<file path="src/rtl/crc_job_sequencer.sv">
// crc_job_sequencer: runs one CRC job at a time on the CRC slave bus.
// Write data, start, poll status, read result, stop, then respond.
module crc_job_sequencer #(
  parameter int DATA_WIDTH = 32,
  parameter int CRC_WIDTH  = 3,
  parameter int TIMEOUT    = 255
) (
  input  logic                  clk,
  input  logic                  reset_n,
  input  logic                  req_valid,
  output logic                  req_ready,
  input  logic [DATA_WIDTH-1:0] req_data,
  output logic                  rsp_valid,
  input  logic                  rsp_ready,
  output logic [CRC_WIDTH-1:0]  rsp_crc,
  output logic                  rsp_err,
  output logic                  busy,
  output logic [15:0]           jobs_done,
  output logic                  cs,
  output logic                  write,
  output logic                  read,
  output logic [1:0]            addr,
  output logic [DATA_WIDTH-1:0] write_data,
  input  logic [DATA_WIDTH-1:0] read_data
);

  localparam logic [15:0] LP_TIMEOUT = 16'(TIMEOUT);

  typedef enum logic [3:0] {
    S_IDLE,
    S_WR_DATA,
    S_WR_START,
    S_POLL_RD,
    S_POLL_WAIT,
    S_RES_RD,
    S_RES_WAIT,
    S_WR_STOP,
    S_RESP
  } state_t;

  state_t                r_state;
  state_t                w_next;
  logic                  w_accept;
  logic                  w_timeout;
  logic [15:0]           w_poll_inc;
  logic [15:0]           r_poll;
  logic                  r_cs;
  logic                  r_write;
  logic                  r_read;
  logic [1:0]            r_addr;
  logic [DATA_WIDTH-1:0] r_wdata;
  logic                  r_rsp_valid;
  logic [CRC_WIDTH-1:0]  r_crc;
  logic                  r_err;
  logic [15:0]           r_jobs;
  logic                  w_unused;

  // only bit 0 (status) and the low CRC bits (result) are consumed
  assign w_unused   = ^read_data;
  assign w_poll_inc = r_poll + 16'd1;

  // state register
  always_ff @(posedge clk or negedge reset_n) begin
    if (!reset_n) r_state <= S_IDLE;
    else          r_state <= w_next;
  end

  // next-state decode, including acceptance and poll timeout
  always_comb begin
    w_next    = r_state;
    w_accept  = 1'b0;
    w_timeout = 1'b0;
    unique case (r_state)
      S_IDLE: begin
        if (req_valid) begin
          w_accept = 1'b1;
          w_next   = S_WR_DATA;
        end
      end
      S_WR_DATA:  w_next = S_WR_START;
      S_WR_START: w_next = S_POLL_RD;
      S_POLL_RD:  w_next = S_POLL_WAIT;
      S_POLL_WAIT: begin
        if (read_data[0]) begin
          w_next = S_RES_RD;
        end else if (w_poll_inc == LP_TIMEOUT) begin
          w_timeout = 1'b1;
          w_next    = S_WR_STOP;
        end else begin
          w_next = S_POLL_RD;
        end
      end
      S_RES_RD:   w_next = S_RES_WAIT;
      S_RES_WAIT: w_next = S_WR_STOP;
      S_WR_STOP:  w_next = S_RESP;
      S_RESP:     if (rsp_ready) w_next = S_IDLE;
      default:    w_next = S_IDLE;
    endcase
  end

  // poll counter: cleared on start, bumped on each not-done status
  always_ff @(posedge clk or negedge reset_n) begin
    if (!reset_n) begin
      r_poll <= '0;
    end else if (r_state == S_WR_START) begin
      r_poll <= '0;
    end else if (r_state == S_POLL_WAIT && !read_data[0]) begin
      r_poll <= w_poll_inc;
    end
  end

  // bus strobes registered from the state being entered
  always_ff @(posedge clk or negedge reset_n) begin
    if (!reset_n) begin
      r_cs    <= 1'b0;
      r_write <= 1'b0;
      r_read  <= 1'b0;
      r_addr  <= '0;
      r_wdata <= '0;
    end else begin
      r_cs    <= 1'b0;
      r_write <= 1'b0;
      r_read  <= 1'b0;
      unique case (1'b1)
        (w_next == S_WR_DATA): begin
          r_cs    <= 1'b1;
          r_write <= 1'b1;
          r_addr  <= 2'd0;
          r_wdata <= req_data;
        end
        (w_next == S_WR_START): begin
          r_cs    <= 1'b1;
          r_write <= 1'b1;
          r_addr  <= 2'd1;
          r_wdata <= DATA_WIDTH'(1);
        end
        (w_next == S_POLL_RD): begin
          r_cs   <= 1'b1;
          r_read <= 1'b1;
          r_addr <= 2'd2;
        end
        (w_next == S_RES_RD): begin
          r_cs   <= 1'b1;
          r_read <= 1'b1;
          r_addr <= 2'd1;
        end
        (w_next == S_WR_STOP): begin
          r_cs    <= 1'b1;
          r_write <= 1'b1;
          r_addr  <= 2'd1;
          r_wdata <= '0;
        end
        default: ;
      endcase
    end
  end

  // response fields and completed-job counter
  always_ff @(posedge clk or negedge reset_n) begin
    if (!reset_n) begin
      r_rsp_valid <= 1'b0;
      r_crc       <= '0;
      r_err       <= 1'b0;
      r_jobs      <= '0;
    end else begin
      r_rsp_valid <= (w_next == S_RESP);
      if (w_accept) r_err <= 1'b0;
      if (w_timeout) begin
        r_err <= 1'b1;
        r_crc <= '0;
      end else if (r_state == S_RES_WAIT) begin
        r_crc <= read_data[CRC_WIDTH-1:0];
      end
      if (r_state == S_RESP && rsp_ready) r_jobs <= r_jobs + 16'd1;
    end
  end

  assign req_ready  = (r_state == S_IDLE);
  assign busy       = (r_state != S_IDLE);
  assign rsp_valid  = r_rsp_valid;
  assign rsp_crc    = r_crc;
  assign rsp_err    = r_err;
  assign jobs_done  = r_jobs;
  assign cs         = r_cs;
  assign write      = r_write;
  assign read       = r_read;
  assign addr       = r_addr;
  assign write_data = r_wdata;

endmodule

</file>
<file path="config.mk">
export PLATFORM = sky130hd
export DESIGN_NAME = crc_job_sequencer
export DESIGN_NICKNAME = d
export VERILOG_FILES = /design/src/rtl/crc_job_sequencer.sv
export SDC_FILE = /design/constraint.sdc
export NUM_CORES = 1
export LEC_CHECK = 0
export CAP_MARGIN = 10
export CORE_UTILIZATION = 45
export CTS_CLUSTER_DIAMETER = 50
export DETAILED_ROUTE_END_ITERATION = 12
export HOLD_SLACK_MARGIN = 0.12
export PLACE_DENSITY = 0.83
export SYNTH_ARGS = -nofsm -noshare
export SYNTH_HDL_FRONTEND = slang
export SYNTH_SLANG_ARGS = --single-unit
</file>
<file path="constraint.sdc">
create_clock -name clk -period 2.52 [get_ports clk]
set_input_delay 0.378 -clock clk [delete_from_list [all_inputs] [get_ports clk]]
set_output_delay 0.378 -clock clk [all_outputs]
set_load 0.05 [all_outputs]
</file>
Word-level counts from Yosys, hierarchy flattened. Cells that the tools add are included.

Add/subtract/negate cells: 2. $mul: 0. Div/mod/pow operators: 0. $lt $le $gt $ge: 0. Equal/unequal tests: 15. Shift-type cells: 0. Multiplexer cells: 21. Bitwise gates (word level): 0. Reductions and logical operators: 14.

Operators with widths (count): $pmux 32 s3 (1); $pmux 4 s9 (1); $add 16x1->16 const B (2); $mux 16 (2); $eq 4x3->1 const B (6); $eq 16x8->1 const B (1); $eq 4x2->1 const B (4); $mux 3 (4); $mux 1 (10); $eq 4x1->1 const B (2); $eq 4x4->1 const B (2); $mux 4 (2); $pmux 2 s3 (1); $reduce_bool 2->1 (3); $reduce_bool 3->1 (2); $reduce_or 3->1 (2); $reduce_or 5->1 (1); $logic_not 4->1 (1); $reduce_bool 4->1 (1); $logic_and 1x1->1 (2); $reduce_or 2->1 (1); $logic_not 1->1 (1).

Flip-flop bits (word level): 78. Bits in latches: 0. Memory bits (writable): 0. Bits in read-only memories: 0. Output and inout bits: 60. Logic and storage cells: 63. Memories kept: 0.

Depth between registers and ports, before layout. Gate-level depths: netlist of run 1.

Depth after elaboration: 8. Depth in mapped cells: 10. Gate-level depth less buffers: 8.

Worst setup path before layout of run 1. OpenSTA, ideal clock, no wires.

Path type: reg2reg. Start point: register r_state[0]. End point: register r_wdata[10] (netlist: write_data[10]). Arrival: 2.266 ns. Setup slack: 0.181 ns. Stages on the path, launching flop included: 9. Cells stage by stage: dfrtp_1 > nor2_1 > nand2_1 > inv_2 > and2_1 > clkbuf_1 > clkbuf_1 > nand2_1 > a21oi_2.

Longest elaborated chain between the ends: 4.

RTL lines: from (decl) (RTL line 41) `state_t r_state;`; from (signal assigned) (RTL line 65) `else r_state <= w_next;`; $logic_not 4->1 (*); via req_ready (RTL line 11) `output logic req_ready,`; $pmux 4 s9 (*) (RTL line 73) `unique case (r_state)`; $eq 4x3->1, or another cell as far along (RTL line 147) `(w_next == S_WR_STOP): begin`; $pmux 32 s3 / $reduce_bool 3->1 (equally long branches); to (signal assigned) (RTL line 129) `r_wdata <= req_data;`; to (decl) (RTL line 51) `logic [DATA_WIDTH-1:0] r_wdata;`.

Mark *: on every way through the listed nets, which the timed path passes. The rest lies on a longest branch. A chain may end at the register's enable or synchronous reset.

Worst setup path after layout of run 1.
Start point: register r_state[1]. End point: output busy.

Longest elaborated chain between the ends: 1.

RTL lines: $reduce_bool 4->1 (RTL line 179) `assign busy = (r_state != S_IDLE);`; to (decl) (RTL line 17) `output logic busy,`.

No other way between the ends.

==> summary.md, run 1 <==
| Metric | Value |
|---|---|
| Post-CTS Resized | `0` |
| DRT iter0 DRCs | `146` |
| Final hold slack | `0.487 ns` |
| DIE AREA | `8930 sq um` |
| Status | `finished clean` |
| Antenna violations before repair | `0` |
| Fin crit share | `92.8%` |
| Yosys top cell by area | `dfrtp_1` |
| Vias in the first global route | `about 3200` |
| Remaining DRCs | `0` |
| Class of the worst hold path | `register to register` |
| HP Start | `jobs_done[15]$_DFFE_PN0P_` |
| Site Rows | `33` |
| Post-synthesis sequential area ratio | `50.7%` |
| DP HPWL | `6510 um` |
| Routed length per placed instance | `15.3 um` |
| First-pass GRT wire length | `15100 um` |
| Grt ovf | `0` |
| Asr flop ratio synth | `100%` |
| GPL Wtd Cong | `just under 0.9` |
| Hold Path Depth | `1` |
| Final hold viol count | `0` |
| Max FO, Critical Path | `11` |
| Nets | `566` |
| Final period demand of the worst path | `2.34 ns` |
| Area delta synth->final | `34.7%` |
| Pleak | `0.00224 uW` |
| Sequential Area | `1950 sq um` |
| Max Root-Sink Buffers | `2` |
| WP data arrival | `1.96 ns` |
| Largest net degree at the start of global routing | `45` |
| Fillers | `692` |
| Vias post-DR | `roughly 3400` |
| WP buf/inv | `1` |
| Crit-path leading delay family | `buffers and inverters` |
| Primary FF master, synth | `dfrtp_1` |
| Top-count cell post-synth | `nand2_1` |
| Root Driver | `clkbuf_8` |
| CP max stage cell | `clkdlybuf4s50_1` |
| Type of origin of the critical path | `register` |
| FF+latch count, synth | `78` |
| Number of synthesized flops with an enable pin | `0` |
| CTS tree | `done` |
| Die W | `94.5 um` |
| Synth top area share | `~51%` |
| Layout cells sized above 1 | `15.0%` |
| Skew final | `0.00905 ns` |
| Min-Delay Endpoint | `jobs_done[15]$_DFFE_PN0P_` |
| DRT Pass-1 Iters | `4` |
| Reg-to-reg slack, setup | `0.21 ns` |
| Worst R2R End | `write_data[0]$_DFFE_PN0P_` |
| Synth Warn # | `0` |
| Initial Util | `46.6%` |
| Max-cap violations | `0` |
| RSZ-0062 raised after global routing | `no` |
| Worst-Margin Slew | `0.538 ns` |
| Io pins | `128` |
| Power Density | `1250 nW/um^2` |
| Chip Height | `94.5 um` |
| CTS Buf Count | `9` |
| Hold_buf cts | `1` |
| ANT nets after route | `0` |
| Final wirelength | `9230 um` |
| Cells on worst reg2reg path | `8` |
| Final slew viol count | `0` |
| Netlist Area Pre-Place | `3850 sq um` |
| Relative slew slack | `64.0%` |
| Reg2reg start | `r_poll[2]$_DFFE_PN0P_` |
| Largest cells by area after synthesis | `dfrtp_1 (51%), nand2_1 (8.4%), a21oi_2 (6.8%), o21ai_0 (4.3%), xnor2_1 (2.7%)` |
| Clock transition at path regs | `approximately 0.080 ns` |
| Commonest cells in the netlist | `nand2_1 (86), dfrtp_1 (78), o21ai_0 (33), a21oi_2 (30), nor2_1 (20)` |
| Yosys cell types | `51` |
| # Post-CTS Setup Buffers | `0` |
| Cell Chain, Critical Path | `nor2_1, nand2_1, clkdlybuf4s50_1` |
| FMAX | `0.428 GHz` |
| Post-synthesis average cell area | `9.67 sq um` |
| CP peak stage delay | `0.83 ns` |
| Post-Synthesis Cells | `~400` |
| Clock tree sinks | `78` |
| Worst setup EP type | `output pin` |
| Max H-tree Level | `3` |
| Worst vdd ir | `0.700 mV` |
| Core ar. | `slightly above 8000 sq um` |
| Setup Viol. Count Final | `0` |
| Final TNS setup | `0 ns` |
| ANT cells | `0` |
| Setup CP Type | `register to output pin` |
| Multi-input combinational cell area | `1730 sq um` |
| Critical Path RT | `2.14 ns` |
| Total GRT Usage | `21.5%` |
| Clock Latency Late Sink | `0.35 ns` |
| Syn Nets | `469` |
| PortBufs | `between 90 and 100` |
| DR vias/cell | `5.54` |
[final cells by class]
cell class              instances  share of cell area [%]
flip-flops and latches         78                    37.7
multi-input cells             285                    33.4
repair buffers                113                    21.5
clock buffers                  11                    2.73
well taps                     105                    2.54
clock inverters                 5                    1.57
inverters                       8                   0.579
[cells by family after synthesis]
| family | count (synthesis) | synth area share [%] |
|---|---|---|
| compound gates | 94 | 16.6 |
| xor+xnor | 20 | 4.55 |
| fa+ha+maj | 3 | 0.975 |
| buf+inv | 35 | 4.32 |
| flops | 78 | 50.7 |
| mux | 3 | 0.813 |
| simple gates | 165 | 22.0 |
[placed cells by master (no fill, tap or decap), drive strengths merged, types with 5 or more instances in the layout]
cell	instances
o21ai	35
clkdlybuf4s50	96
a21oi	39
a31oi	5
buf	16
inv	9
nand3	10
xnor2	12
dfrtp	78
xor2	8
nor2	20
nand4	14
clkbuf	11
and3	6
nor3	8
nand2	86
[layer usage]
layer | up-vias | track usage (%) | part of all wire, % | wire length, um
met4 | 0 | 8.33 | 2.0 | 182
met1 | 1646 | 27.9 | 43 | 4010
li1 | 1561 | - | - | -
met5 | - | 0 | 0 | 0
met2 | 127 | 35.4 | 48 | 4480
met3 | 17 | 4.03 | 6.1 | 564
[power breakdown]
part / switching, uW / leakage, uW / internal (uW)
logic: 2300 / 0.00109 / 1180
registers: 273 / 0.00104 / 1640
clock network: 461 / 0.000110 / 587
total: 3040 / 0.00224 / 3410
[registers in the layout, indices dropped and copies added, names as in the netlist, 2 cells and up]
name,cells
addr,2
r_state,4
rsp_crc,3
jobs_done,16
write_data,32
r_poll,16
[worst max-delay path by stage]
stage                     slack (ns)                    endpoint                  start  cells past startpoint
after floorplan                 0.18  write_data[10]$_DFFE_PN0P_   r_state[0]$_DFF_PN0_                      8
after global placement          0.30   write_data[0]$_DFFE_PN0P_  r_poll[1]$_DFFE_PN0P_                      9
after detailed placement        0.25   write_data[0]$_DFFE_PN0P_  r_poll[2]$_DFFE_PN0P_                      8
after CTS                       0.18                        busy   r_state[1]$_DFF_PN0_                      3
after global routing            0.01   write_data[0]$_DFFE_PN0P_  r_poll[8]$_DFFE_PN0P_                      8
final                           0.18                        busy   r_state[1]$_DFF_PN0_                      3
[through the flow]
step | std cells | utilization, % | power, uW | area, sq um | setup WS, ns
after floorplan | 398 | - | 4280 | 3850 | 0.181
after global placement | 588 | 59.9 | 5330 | 4950 | 0.301
after detailed placement | 588 | 59.9 | 5410 | 4950 | 0.250
after CTS | 605 | 62.8 | 6480 | 5180 | 0.177
after global routing | 605 | 62.8 | 6780 | 5180 | 0.0139
final | 605 | 62.8 | 6450 | 5180 | 0.181
Power figures use the tool's default switching activity.
==> run 2: changes to the inputs <==
GPL_ROUTABILITY_DRIVEN = 0   (was not set)
==> results of run 2 <==
Final layout, timing and power as in run 1 (identical DEF).
==> run 3: changes to the inputs <==
CAP_MARGIN = not set   (was 10)
REMOVE_ABC_BUFFERS = 1   (was not set)
==> run 3 against run 2 <==
Compared with the run above:
- sequential power hardly changed
- clock-buffer cell count did not move
- clock skew grew 0.0013 ns
- fmax decreased by 2.4%
- power down 3.3%
- combinational power fell by 1%
- non-clock buffer count shrank 1
- sequential share of layout area grew 0.48 points
- worst setup slack lost 0.058 ns
- global-route usage shrank 0.25 points
- first-iteration DRC count grew 57%
- largest cell class unchanged
- largest power group unchanged
==> summary.md, run 3 (same netlist as run 1, synthesis figures left out) <==
| Metric | Value |
|---|---|
| Max H-tree Level | `3 (unchanged)` |
| Core ar. | `8260 sq um (unchanged)` |
| DRT iter0 DRCs | `229 (+57%)` |
| Largest net degree at the start of global routing | `51 (+13%)` |
| Internal power | `3190 uW (-6.7%)` |
| Post-Place Cells | `587 (-0.17%)` |
| Commonest non-fill, non-tap cell in the layout | `clkdlybuf4s50_1` |
| Type of origin of the critical path | `register` |
| Total GRT Usage | `21.2% (-0.25 points)` |
| WP buf/inv | `1 (unchanged)` |
| Clock Latency Late Sink | `0.36 ns (about the same)` |
| Final hold slack | `0.485 ns (-0.00210 ns)` |
| Worst vdd ir | `0.662 mV (-5.5%)` |
| Worst setup EP type | `output pin` |
| Vias post-DR | `3282 (-2.1%)` |
| Final hold viol count | `0 (unchanged)` |
| Comb power frac | `55.2% (+1.2 points)` |
| Clock transition at path regs | `0.08 ns (about the same)` |
| Status | `finished clean` |
| Io pins | `128 (unchanged)` |
| Worst setup startpoint | `r_state[1]$_DFF_PN0_` |
| Nets | `565 (-0.18%)` |
| Pleak | `0.00220 uW (-1.7%)` |
| Stages on worst setup path | `3 (unchanged)` |
| Fin crit share | `95.1% (+2.3 points)` |
| Site Rows | `33 (unchanged)` |
| Final wirelength | `9250 um (+0.21%)` |
| CTS tree | `done` |
| Routed length per placed instance | `15.3 um (+0.37%)` |
| Power Density | `1220 nW/um^2 (-2.0%)` |
| Setup CP Type | `register to output pin` |
| CTS Buf Count | `9 (unchanged)` |
| Final period demand of the worst path | `2.40 ns (+0.0585 ns)` |
| Reg-to-reg slack, setup | `0.18 ns (-0.03 ns)` |
| Max reg flops | `32 (unchanged)` |
| Fillers | `666 (-3.8%)` |
| Grt ovf | `0 (unchanged)` |
| CP max stage cell | `clkdlybuf4s50_1` |
| Power share of the clock group | `13.7% (-2.6 points)` |
| Die W | `94.5 um (unchanged)` |
| Root Driver | `clkbuf_8` |
| Cells on worst reg2reg path | `9 (+1)` |
| ANT nets after route | `0 (unchanged)` |
| Clock tree sinks | `78 (unchanged)` |
| Remaining DRCs | `0 (unchanged)` |
| Class of the worst hold path | `register to register` |
| Skew final | `0.0103 ns (+0.00128 ns)` |
| Layout cells sized above 1 | `15.0% (+0.030 points)` |
| Setup Viol. Count Final | `0 (unchanged)` |
| Worst R2R End | `write$_DFF_PN0_` |
| Max Root-Sink Buffers | `2 (unchanged)` |
| PortBufs | `98 (unchanged)` |
| Chip Height | `94.5 um (unchanged)` |
| Post-Layout Cell Count | `604 (-0.17%)` |
| Sw frac | `48.9% (+1.9 points)` |
| Cell Chain, Critical Path | `nor2_1, nand2_1, clkdlybuf4s50_1` |
| First-pass GRT wire length | `14700 um (-2.3%)` |
| DRT Pass-1 Iters | `4 (unchanged)` |
| Critical Path RT | `2.14 ns (about the same)` |
| Seq pwr share | `31.0% (+1.3 points)` |
| Relative slew slack | `57.0% (-7.0 points)` |
| DP HPWL | `6440 um (-1.1%)` |
| Area delta synth->final | `33.0%` |
| RSZ-0062 raised after global routing | `no` |
| Psw | `3060 uW (+0.54%)` |
| WP data arrival | `2.02 ns (+0.06 ns)` |
| Total power | `6240 uW (-3.3%)` |
| End point of the critical path | `busy` |
| Vias in the first global route | `3085 (-3.6%)` |
| FMAX | `0.417 GHz (-2.4%)` |
| Most frequent cells in the layout | `clkdlybuf4s50_1 (96), nand2_1 (86), dfrtp_1 (78)` |
| Crit-path leading delay family | `buffers and inverters` |
| Max-cap violations | `0 (unchanged)` |
| Final slew viol count | `0 (unchanged)` |
| DIE AREA | `8930 sq um (unchanged)` |
| Worst-Margin Slew | `0.646 ns (+0.107 ns)` |
| ANT cells | `0 (unchanged)` |
| CP peak stage delay | `0.81 ns (-0.02 ns)` |
| Initial Util | `46.6% (unchanged)` |
| Reg2reg start | `r_poll[0]$_DFFE_PN0P_` |
| DR vias/cell | `5.43 (-1.9%)` |
| Max FO, Critical Path | `11 (unchanged)` |
| Antenna violations before repair | `0 (unchanged)` |
| Hold Path Depth | `1 (unchanged)` |
-- run 3: changes by cell type in the layout (fill, tap and decap cells not counted), sizes merged --
cell and change:
bufinv -2, buf -1, clkinv +1, clkinvlp +1
-- run 3: how the worst min path moves through the flow --
stage	start	to	slack (ns)
final	jobs_done[15]$_DFFE_PN0P_	jobs_done[15]$_DFFE_PN0P_	0.48
after global routing	rsp_err$_DFFE_PN0P_	rsp_err$_DFFE_PN0P_	0.51
after CTS	jobs_done[15]$_DFFE_PN0P_	jobs_done[15]$_DFFE_PN0P_	0.49
after detailed placement	reset_n	write_data[30]$_DFFE_PN0P_	0.45
after global placement	reset_n	write$_DFF_PN0_	0.44
after floorplan	reset_n	addr[0]$_DFFE_PN0P_	0.08
-- run 3: cell type report --
type | instances | area [sq um] | area share, %
inverters | 8 | 30.0 | 0.587
clock buffers | 11 | 141 | 2.76
well taps | 105 | 131 | 2.57
repair buffers | 112 | 1100 | 21.4
multi-input cells | 285 | 1730 | 33.9
flip-flops and latches | 78 | 1950 | 38.1
clock inverters | 5 | 33.8 | 0.660
-- run 3: power groups by stage --
stage          Sequential (uW)  Clock [uW]  Combinational (uW)
2_1_floorplan             3160           0                 993
3_3_place_gp              1930           0                3360
3_5_place_dp              1960           0                3440
4_1_cts                   1930         881                3460
5_1_grt                   1990         933                3620
6_report                  1940         858                3450
-- run 3: metrics by stage --
step / area (sq um) / setup TNS, ns / setup WS [ns] / util, %
floorplan: 3710 / -2.06 / -0.111 / -
global placement: 4930 / 0 / 0.229 / 59.7
detailed placement: 4930 / 0 / 0.157 / 59.7
CTS: 5110 / 0 / 0.102 / 61.9
global route: 5120 / 0 / 0.0369 / 62.0
finish: 5120 / 0 / 0.123 / 62.0
-- run 3: per-layer routing --
| metal | part of all wire, % | GRT usage [%] | vias up | routed length [um] |
|---|---|---|---|---|
| li1 | - | - | 1567 | - |
| met1 | 43 | 27.2 | 1608 | 3990 |
| met2 | 51 | 35.5 | 89 | 4680 |
| met3 | 4.0 | 3.86 | 18 | 369 |
| met4 | 2.3 | 8.21 | 0 | 213 |
| met5 | 0 | 0 | - | 0 |
-- run 3: timing repair --
action / 4_1_cts / 5_1_grt
resized for setup: 0 / 1
buffers inserted: 0 / 0
setup endpoints to repair: 0 / 1
endpoints found under the hold margin: 48 / 0
hold buffers: 1 / 0
